===== src/rtl/comet_ram_ctrl.sv =====
// Parametrised program RAM controller for the COMET II memory bus: split read/write
// ports, configurable read latency, range checking and a constant-fill engine.
module comet_ram_ctrl #(
  parameter int unsigned       DATA_W     = 16,
  parameter int unsigned       ADDR_W     = 16,
  parameter int unsigned       DEPTH      = 256,
  parameter logic [ADDR_W-1:0] BASE_ADDR  = '0,
  parameter int unsigned       RD_LAT     = 1,
  parameter logic [DATA_W-1:0] FILL_VAL   = '0,
  parameter bit                INIT_CLEAR = 1'b1
) (
  input  logic              mclk,
  input  logic              rst,
  input  logic              re,
  input  logic [ADDR_W-1:0] raddr,
  output logic [DATA_W-1:0] rdata,
  output logic              rvalid,
  input  logic              we,
  input  logic [ADDR_W-1:0] waddr,
  input  logic [DATA_W-1:0] wdata,
  input  logic              clr,
  output logic              busy,
  output logic              err
);

  localparam int unsigned       CNT_W   = (DEPTH > 1) ? $clog2(DEPTH) : 1;
  localparam logic [ADDR_W:0]   DEPTH_L = (ADDR_W+1)'(DEPTH);
  localparam logic [CNT_W-1:0]  LAST    = CNT_W'(DEPTH - 1);

  typedef enum logic {S_IDLE, S_FILL} state_t;

  state_t            r_state, w_state_nxt;
  logic [CNT_W-1:0]  r_cnt, w_cnt_nxt;
  logic              w_fill_we;
  logic              w_idle;

  logic [DATA_W-1:0] r_mem [DEPTH];

  logic [ADDR_W-1:0] w_roff, w_woff;
  logic              w_rin, w_win;
  logic              w_rd_acc, w_wr_ok, w_wr_bad;
  logic [DATA_W-1:0] w_rd_dat;

  logic [RD_LAT-1:0] r_pv, r_pe;
  logic [DATA_W-1:0] r_pd [RD_LAT];
  logic              r_werr;

  // Fill engine state register
  always_ff @(posedge mclk or posedge rst) begin
    if (rst) begin
      r_state <= INIT_CLEAR ? S_FILL : S_IDLE;
      r_cnt   <= '0;
    end else begin
      r_state <= w_state_nxt;
      r_cnt   <= w_cnt_nxt;
    end
  end

  always_comb begin
    w_state_nxt = r_state;
    w_cnt_nxt   = r_cnt;
    w_fill_we   = 1'b0;
    unique case (r_state)
      S_IDLE: begin
        if (clr) begin
          w_state_nxt = S_FILL;
          w_cnt_nxt   = '0;
        end
      end
      S_FILL: begin
        w_fill_we = 1'b1;
        if (r_cnt == LAST) begin
          w_state_nxt = S_IDLE;
          w_cnt_nxt   = '0;
        end else begin
          w_cnt_nxt = r_cnt + 1'b1;
        end
      end
      default: w_state_nxt = S_IDLE;
    endcase
  end

  assign busy   = (r_state == S_FILL);
  assign w_idle = (r_state == S_IDLE);

  // Offsets wrap modulo 2^ADDR_W, so addresses below BASE_ADDR land far out of range
  assign w_roff   = raddr - BASE_ADDR;
  assign w_woff   = waddr - BASE_ADDR;
  assign w_rin    = ({1'b0, w_roff} < DEPTH_L);
  assign w_win    = ({1'b0, w_woff} < DEPTH_L);
  assign w_rd_acc = re & w_idle;
  assign w_wr_ok  = we & w_idle & w_win;
  assign w_wr_bad = we & w_idle & ~w_win;

  always_comb begin
    w_rd_dat = '0;
    if (w_rin) begin
      if (w_wr_ok && (w_woff == w_roff))
        w_rd_dat = wdata;
      else
        w_rd_dat = r_mem[w_roff[CNT_W-1:0]];
    end
  end

  // Storage is deliberately not reset so it maps onto block RAM
  always_ff @(posedge mclk) begin
    if (w_fill_we)
      r_mem[r_cnt] <= FILL_VAL;
    else if (w_wr_ok)
      r_mem[w_woff[CNT_W-1:0]] <= wdata;
  end

  // Read pipeline: stage 0 captures at the sampling edge, last stage drives the outputs
  always_ff @(posedge mclk or posedge rst) begin
    if (rst) begin
      r_pv   <= '0;
      r_pe   <= '0;
      r_werr <= 1'b0;
      for (int unsigned i = 0; i < RD_LAT; i++)
        r_pd[i] <= '0;
    end else begin
      r_pv[0] <= w_rd_acc;
      r_pe[0] <= w_rd_acc & ~w_rin;
      r_pd[0] <= w_rd_acc ? w_rd_dat : '0;
      for (int unsigned i = 1; i < RD_LAT; i++) begin
        r_pv[i] <= r_pv[i-1];
        r_pe[i] <= r_pe[i-1];
        r_pd[i] <= r_pd[i-1];
      end
      r_werr <= w_wr_bad;
    end
  end

  assign rdata  = r_pd[RD_LAT-1];
  assign rvalid = r_pv[RD_LAT-1];
  assign err    = r_pe[RD_LAT-1] | r_werr;

endmodule


===== config.mk =====
export PLATFORM = sky130hd
export DESIGN_NAME = comet_ram_ctrl
export DESIGN_NICKNAME = d
export VERILOG_FILES = /design/src/rtl/comet_ram_ctrl.sv
export SDC_FILE = /design/constraint.sdc
export NUM_CORES = 2
export LEC_CHECK = 0
export CAP_MARGIN = 20
export CORE_UTILIZATION = 65
export CTS_BUF_LIST = sky130_fd_sc_hd__clkbuf_2 sky130_fd_sc_hd__clkbuf_4 sky130_fd_sc_hd__clkbuf_8
export DETAILED_ROUTE_END_ITERATION = 7
export GPL_ROUTABILITY_DRIVEN = 0
export PLACE_DENSITY = 0.81
export SYNTH_ARGS = -nofsm -noshare
export SYNTH_HDL_FRONTEND = slang
export SYNTH_SLANG_ARGS = --single-unit

===== constraint.sdc =====
create_clock -name mclk -period 6.4 [get_ports mclk]
set_clock_uncertainty 0.2 [all_clocks]
set_input_delay 1.6 -clock mclk [delete_from_list [all_inputs] [get_ports mclk]]
set_output_delay 1.6 -clock mclk [all_outputs]
set_load 0.01 [all_outputs]

# Yosys cells after proc, flatten, opt, wreduce, memory -nomap -nowiden
# Memories as Yosys holds them, arrays and structs flattened.
# Cells that the tools add are included.
dict set report totals {
  memories 1
  ramBits 4096
  input_bits 53
  reg_bits 28
  wordCells 42
}
dict set report classes {
  n_addsub 1
  reduce_logical 2
  mux 18
  n_bitwise 9
  magnitude_cmp 2
  n_eq_ne 3
}
# memory words width rd rd_clocked_by_memory_dff wr line
set memory_table {}
lappend memory_table {r_mem 256 16 1 0 1 37} ;# logic [DATA_W-1:0] r_mem [DEPTH];
# cell count
set ops {}
lappend ops {{$mux W16} 4}
lappend ops {{$lt A16 B9 Y1 const B} 2}
lappend ops {{$mux W8} 3}
lappend ops {{$eq A16 B16 Y1} 1}
lappend ops {{$pmux W8 S2} 1}
lappend ops {{$reduce_or A16 Y1} 1}
lappend ops {{$mux W1} 9}
lappend ops {{$add A8 B1 Y8 const B} 1}
lappend ops {{$eq A8 B8 Y1 const B} 1}
lappend ops {{$and A1 B1 Y1} 5}
lappend ops {{$not A1 Y1} 3}
lappend ops {{$ne A2 B2 Y1 const B} 1}
lappend ops {{$pmux W1 S2} 1}
lappend ops {{$logic_and A1 B1 Y1} 1}
lappend ops {{$or A1 B1 Y1} 1}

# Logic depth before layout (Yosys ltp)
dict set report logic_depth {
  word_depth 8
  ltp_mapped 14
  mapped_depth_nobuf 8
}

# Least setup slack after synthesis
# OpenSTA, ideal clock, no wires.
dict set report synth_timing {
  kind {input -> register}
  startpoint {in waddr[11]}
  endpoint {mem r_mem[0][10], data pin}
  setup_ps 870
  n_path_buf 2
  path_slack_ps -793
  required_ps 5330
  path_stages 5
  arrival_ps 6123
  cell_sequence {or4_1 -> nor3_1 -> clkbuf_1 -> clkbuf_1 -> and2_1}
}
dict set report synth_via {
  elab_chain_cells 7
}
# item line
set synth_rtl {}
lappend synth_rtl {{start: declaration} 19} ;# input logic [ADDR_W-1:0] waddr,
lappend synth_rtl {{$lt A16 B9 Y1} 90} ;# assign w_win = ({1'b0, w_woff} < DEPTH_L);
lappend synth_rtl {{$and A1 B1 Y1} 92} ;# assign w_wr_ok = we & w_idle & w_win;
lappend synth_rtl {{$mux W1} 109} ;# else if (w_wr_ok)
lappend synth_rtl {{$mux W1} 107} ;# if (w_fill_we)
lappend synth_rtl {{$mux W1 (not written as such)} 110} ;# r_mem[w_woff[CNT_W-1:0]] <= wdata;
lappend synth_rtl {{$reduce_or A16 Y1 (no source line)} n/a}
lappend synth_rtl {{$mux W16 (no source line)} n/a}
lappend synth_rtl {{end: declaration} 37}
# Every way passes these cells.

# Final worst setup path
dict set report layout_timing {
  startpoint {in waddr[1]}
  endpoint {reg r_pd (netlist bit rdata[2])}
}
dict set report layout_via {
  elab_chain_cells 6
}
# item line
set layout_rtl {}
lappend layout_rtl {{$lt A16 B9 Y1} 90}
lappend layout_rtl {{$and A1 B1 Y1} 92}
lappend layout_rtl {{$logic_and A1 B1 Y1 (*)} 98} ;# if (w_wr_ok && (w_woff == w_roff))
lappend layout_rtl {{$mux W16 (*)} 98}
lappend layout_rtl {{$mux W16 (*)} 97} ;# if (w_rin) begin
lappend layout_rtl {{$mux W16 (*)} 124} ;# r_pd[0] <= w_rd_acc ? w_rd_dat : '0;
lappend layout_rtl {{end signal: indexed assignment} 128} ;# r_pd[i] <= r_pd[i-1];
lappend layout_rtl {{end: declaration} 45} ;# logic [DATA_W-1:0] r_pd [RD_LAT];
# Every way passes the cells marked *; elsewhere a longest branch is shown, timed or not.
# A chain may end at the register's enable or synchronous reset.

==> flow_results.org <==
** Timing
- The routed design could run at a clock period as short as 5.62 ns.
- Share of the clock period used by the worst path after layout :: 0.879
- Least-Margin Pin Slew :: 1.32 ns
- Setup violations remaining at the end of the flow were counted as 0.
- The final-report max-slew violation count came to 0.
- Aggregate negative setup slack :: 0 ns
- Headroom to the max-slew limit came out at 0.113.
- Final hold violation count :: 0
- Derived from the worst setup path, the maximum achievable clock frequency is 178 MHz.
- Unrepaired setup endpoints after global routing :: false

** Layout
- Fillers :: 12.3k
- Final non-filler cell area :: 179,000 sq um
- Layout cell share with drive strength beyond 1 :: 0.306
- Commonest cells after routing, fill and taps aside :: sky130_fd_sc_hd__edfxtp_1, sky130_fd_sc_hd__mux4_2, sky130_fd_sc_hd__clkbuf_8
- For this run, the number of standard cells in the final layout without fillers is 11.8k.
- Nets :: approximately 8.2k
- Area growth from synthesis to layout :: 12.5%
- Commonest non-fill, non-tap cell in the layout :: sky130_fd_sc_hd__edfxtp_1

** Synth
- Synthesized flop and latch total :: 4,124
- Synth cell types :: 77
- Combined area of all synthesized cells :: 159,000 sq um
- Yosys top cell by area :: sky130_fd_sc_hd__edfxtp_1
- For this run, the number of Yosys warnings is 0.
- In this run, synthesis inferred 4,096 flip-flops with an integrated enable.
- Net count of the mapped netlist :: between 7k and 8k
- Ranked by total cell area, the synthesized netlist is headed by sky130_fd_sc_hd__edfxtp_1, sky130_fd_sc_hd__mux4_2, sky130_fd_sc_hd__mux2i_1, sky130_fd_sc_hd__nor2_1, sky130_fd_sc_hd__o221ai_1.
- After technology mapping, the gate count stands at between 7k and 8k.
- Async set-or-reset flop fraction in the synthesized netlist :: 0.00679
- Dividing the synthesized area by the synthesized cell count gives 22.1 sq um.
- Of the synthesized area, sequential elements account for 0.776.
- The most used flip-flop cell after synthesis is sky130_fd_sc_hd__edfxtp_1.
- Portion of synthesized cell area occupied by the leading cell type :: 0.772

** Place
- Placement Cell Area :: 167,000 sq um
- The number of placed instances, taps included, is 10.7k.
- Detailed placement HPWL :: ~280 mm
- The count of buffers added on input and output ports is 71.

** Worst setup path
- In this design, the stage delay of the slowest critical-path cell is 1.01 ns.
- On the critical path, the stage with the largest delay is an instance of sky130_fd_sc_hd__xor2_1.
- The worst setup path is captured at a flip-flop.
- Critical Path Start Type :: input pin
- CP Class :: in2reg
- CP Data Arrival Time :: 6.50 ns
- Of all nets on the critical path, the largest fanout is 14.
- Required @ worst endpoint :: between 7 and 8 ns
- Series of cell instances along the critical path :: clkdlybuf4s50_1, xor2_1, nor4_1, nand4_1, o2111a_1, nand3_1, a31oi_1, a211o_1

** Global routing
- For met1 alone, demand over resource in global routing was 0.465.
- For this run, the total global-route usage over all layers was measured as 0.366.
- After global routing, the most crowded layer is met2.
- Met3 Track Usage GR :: 0.143
- The initial antenna violation count was 40.
- The number of global-route vias before repair came to ~85k.
- Met2 track demand over resource :: 0.538
- Final global-route overflow total :: 0
- Wire length of the first global-routing pass :: 626 mm
- Pin count of the biggest net entering global routing :: ~120

** Power and ir drop
- Power per standard cell area :: between 200 and 300 nW/um^2
- Leakage power figure :: between 0.06 and 0.07 uW
- VDD sags by at most 0.000257 V.

** Floorplan
- For this configuration, the core starts out at a cell density of 0.654.
- After floorplanning, the core was divided into 181 placement rows.
- Die Outline Area :: 247,000 sq um
- Io pins :: 72
- Die Y :: 497 um
- The die is 497 um wide.
- CORE AREA :: between 200,000 and 250,000 sq um

** Clock network
- CTS saw 4,124 sinks.
- Cts bufs inserted :: 634
- Clock latency on the worst-skew pair, taken at its later pin, is 1.11 ns.
- In this run, post-CTS repair resized a total of 0 instances.
- TritonCTS built the clock tree.
- The clock passes through at most 4 buffers.
- After clock tree synthesis, the setup repair step added 0 buffers.
- Deepest level of the CTS H-tree :: 6
- For this design, the CTS-stage hold fixing added 0 buffers.
- Clock-pin slew on the worst setup and hold paths :: 0.06 ns
- Clock root cell :: sky130_fd_sc_hd__clkbuf_8

** Route
- Dividing the detail-routed via count by the number of cells gives around 7.3.
- In the final routed layout, each cell accounts on average for 38.3 um.
- The detailed router placed approximately 86k vias in this run.
- The pre-antenna-repair detailed-routing pass consisted of 8 iterations.
- In the routed design, unresolved DRC markers number 39.
- Initial drt markers :: 15.9k
- Final wirelength :: 451 mm
- Post-route ant nets :: 0

** Job
- Maximum capacitance violations :: 0

** Status
- The run finished, with violations left.
- Failing checks :: design-rule violations

** Worst hold path
- Path category of the worst min-delay check :: reg2reg
-- critical path: cells and delay by family --
kind / cells / cell delay, ns
AOI/OAI and AO/OA: 3 / 2.12
buffers and inverters: 1 / 0.89
xor gates and xnor gates: 1 / 1.01
and+or+nand+nor: 3 / 0.84
-- power breakdown --
part	total (uW)	leakage (uW)	switching (uW)	internal [uW]
clock	20700	0.00613	9870	10900
sequential	29200	0.0444	0	29200
combinational	1530	0.0134	1010	514
total	51500	0.0639	10900	40600
-- synth_stat cells (all sizes together), types with 16 or more instances --
library cell and instances:
nor3 40, mux4 971, clkbuf 132, o221ai 112
mux2i 294, or2 20, nand2 139, nand3 69
a21oi 88, a22oi 127, o21ai 64, nor4 17
a221oi 19, buf 284, xor2 18, dfrtp 27
edfxtp 4096, and2 25, a22o 22, or3 25
a31oi 42, a211oi 16, nor2 315, o22ai 83
-- logic make-up (layout without fill, tap and decap cells) --
| logic type | count (synthesis) | after routing | share of synthesized area |
|---|---|---|---|
| multiplexers | 1275 | 1275 | 0.157 |
| buffers and inverters | 429 | 1783 | 0.0168 |
| adder cells (fa/ha/maj) | 1 | 1 | 0.0000785 |
| AND/OR/NAND/NOR | 711 | 711 | 0.0202 |
| XOR/XNOR | 19 | 19 | 0.00104 |
| AO/OA/AOI/OAI | 644 | 644 | 0.0288 |
| other | 0 | 34 | 0 |
| flip-flops | 4124 | 4124 | 0.776 |
-- registers in the layout (all words and copies together), names as in the netlist --
signal  flops
busy        1
r_cnt       8
r_mem    4096
r_pe        1
r_werr      1
rdata      16
rvalid      1
-- per-layer routing --
layer	routed length, um	vias to the layer above	share of wire
li1	-	32543	-
met1	143000	43428	0.32
met2	205000	8631	0.45
met3	70600	1686	0.16
met4	32700	28	0.072
met5	237	-	0.00053
-- final timing paths --
path / slack [ns] / end / start / cells after the start
max: 0.78 / rdata[2]$_DFF_PP0_ / waddr[1] / 8
min: 0.40 / r_cnt[5]$_DFFE_PP0P_ / r_cnt[5]$_DFFE_PP0P_ / 1
max reg2reg: 1.59 / rdata[2]$_DFF_PP0_ / busy$_DFF_PP1_ / 7
min reg2reg: 0.40 / r_cnt[5]$_DFFE_PP0P_ / r_cnt[5]$_DFFE_PP0P_ / 1
max in group asynchronous: 4.90 / rdata[14]$_DFF_PP0_ / rst / 3
min in group asynchronous: 0.70 / rdata[5]$_DFF_PP0_ / rst / 3
-- final cells by class --
| type | instances | area (sq um) | share of cell area |
|---|---|---|---|
| sequential | 4124 | 124000 | 0.690 |
| multi-input combinational | 2650 | 33200 | 0.185 |
| clock buffer | 830 | 10300 | 0.0573 |
| timing repair buffer | 687 | 6550 | 0.0366 |
| tap | 3202 | 4010 | 0.0223 |
| clock inverter | 253 | 1410 | 0.00785 |
| antenna | 34 | 85.1 | 0.000475 |
| inverter | 13 | 58.8 | 0.000328 |
-- metrics by stage --
step | utilization | worst slack, ns | hold slack (ns) | total power, uW
floorplan | - | -0.577 | 0.313 | 30700
global placement | 0.687 | 0.487 | 0.350 | 31200
detailed placement | 0.688 | 0.391 | 0.376 | 31200
CTS | 0.736 | 1.53 | 0.383 | 51500
global route | 0.736 | 1.09 | 0.428 | 52600
finish | 0.736 | 0.776 | 0.395 | 51500
(Power assumes the default switching activity.)
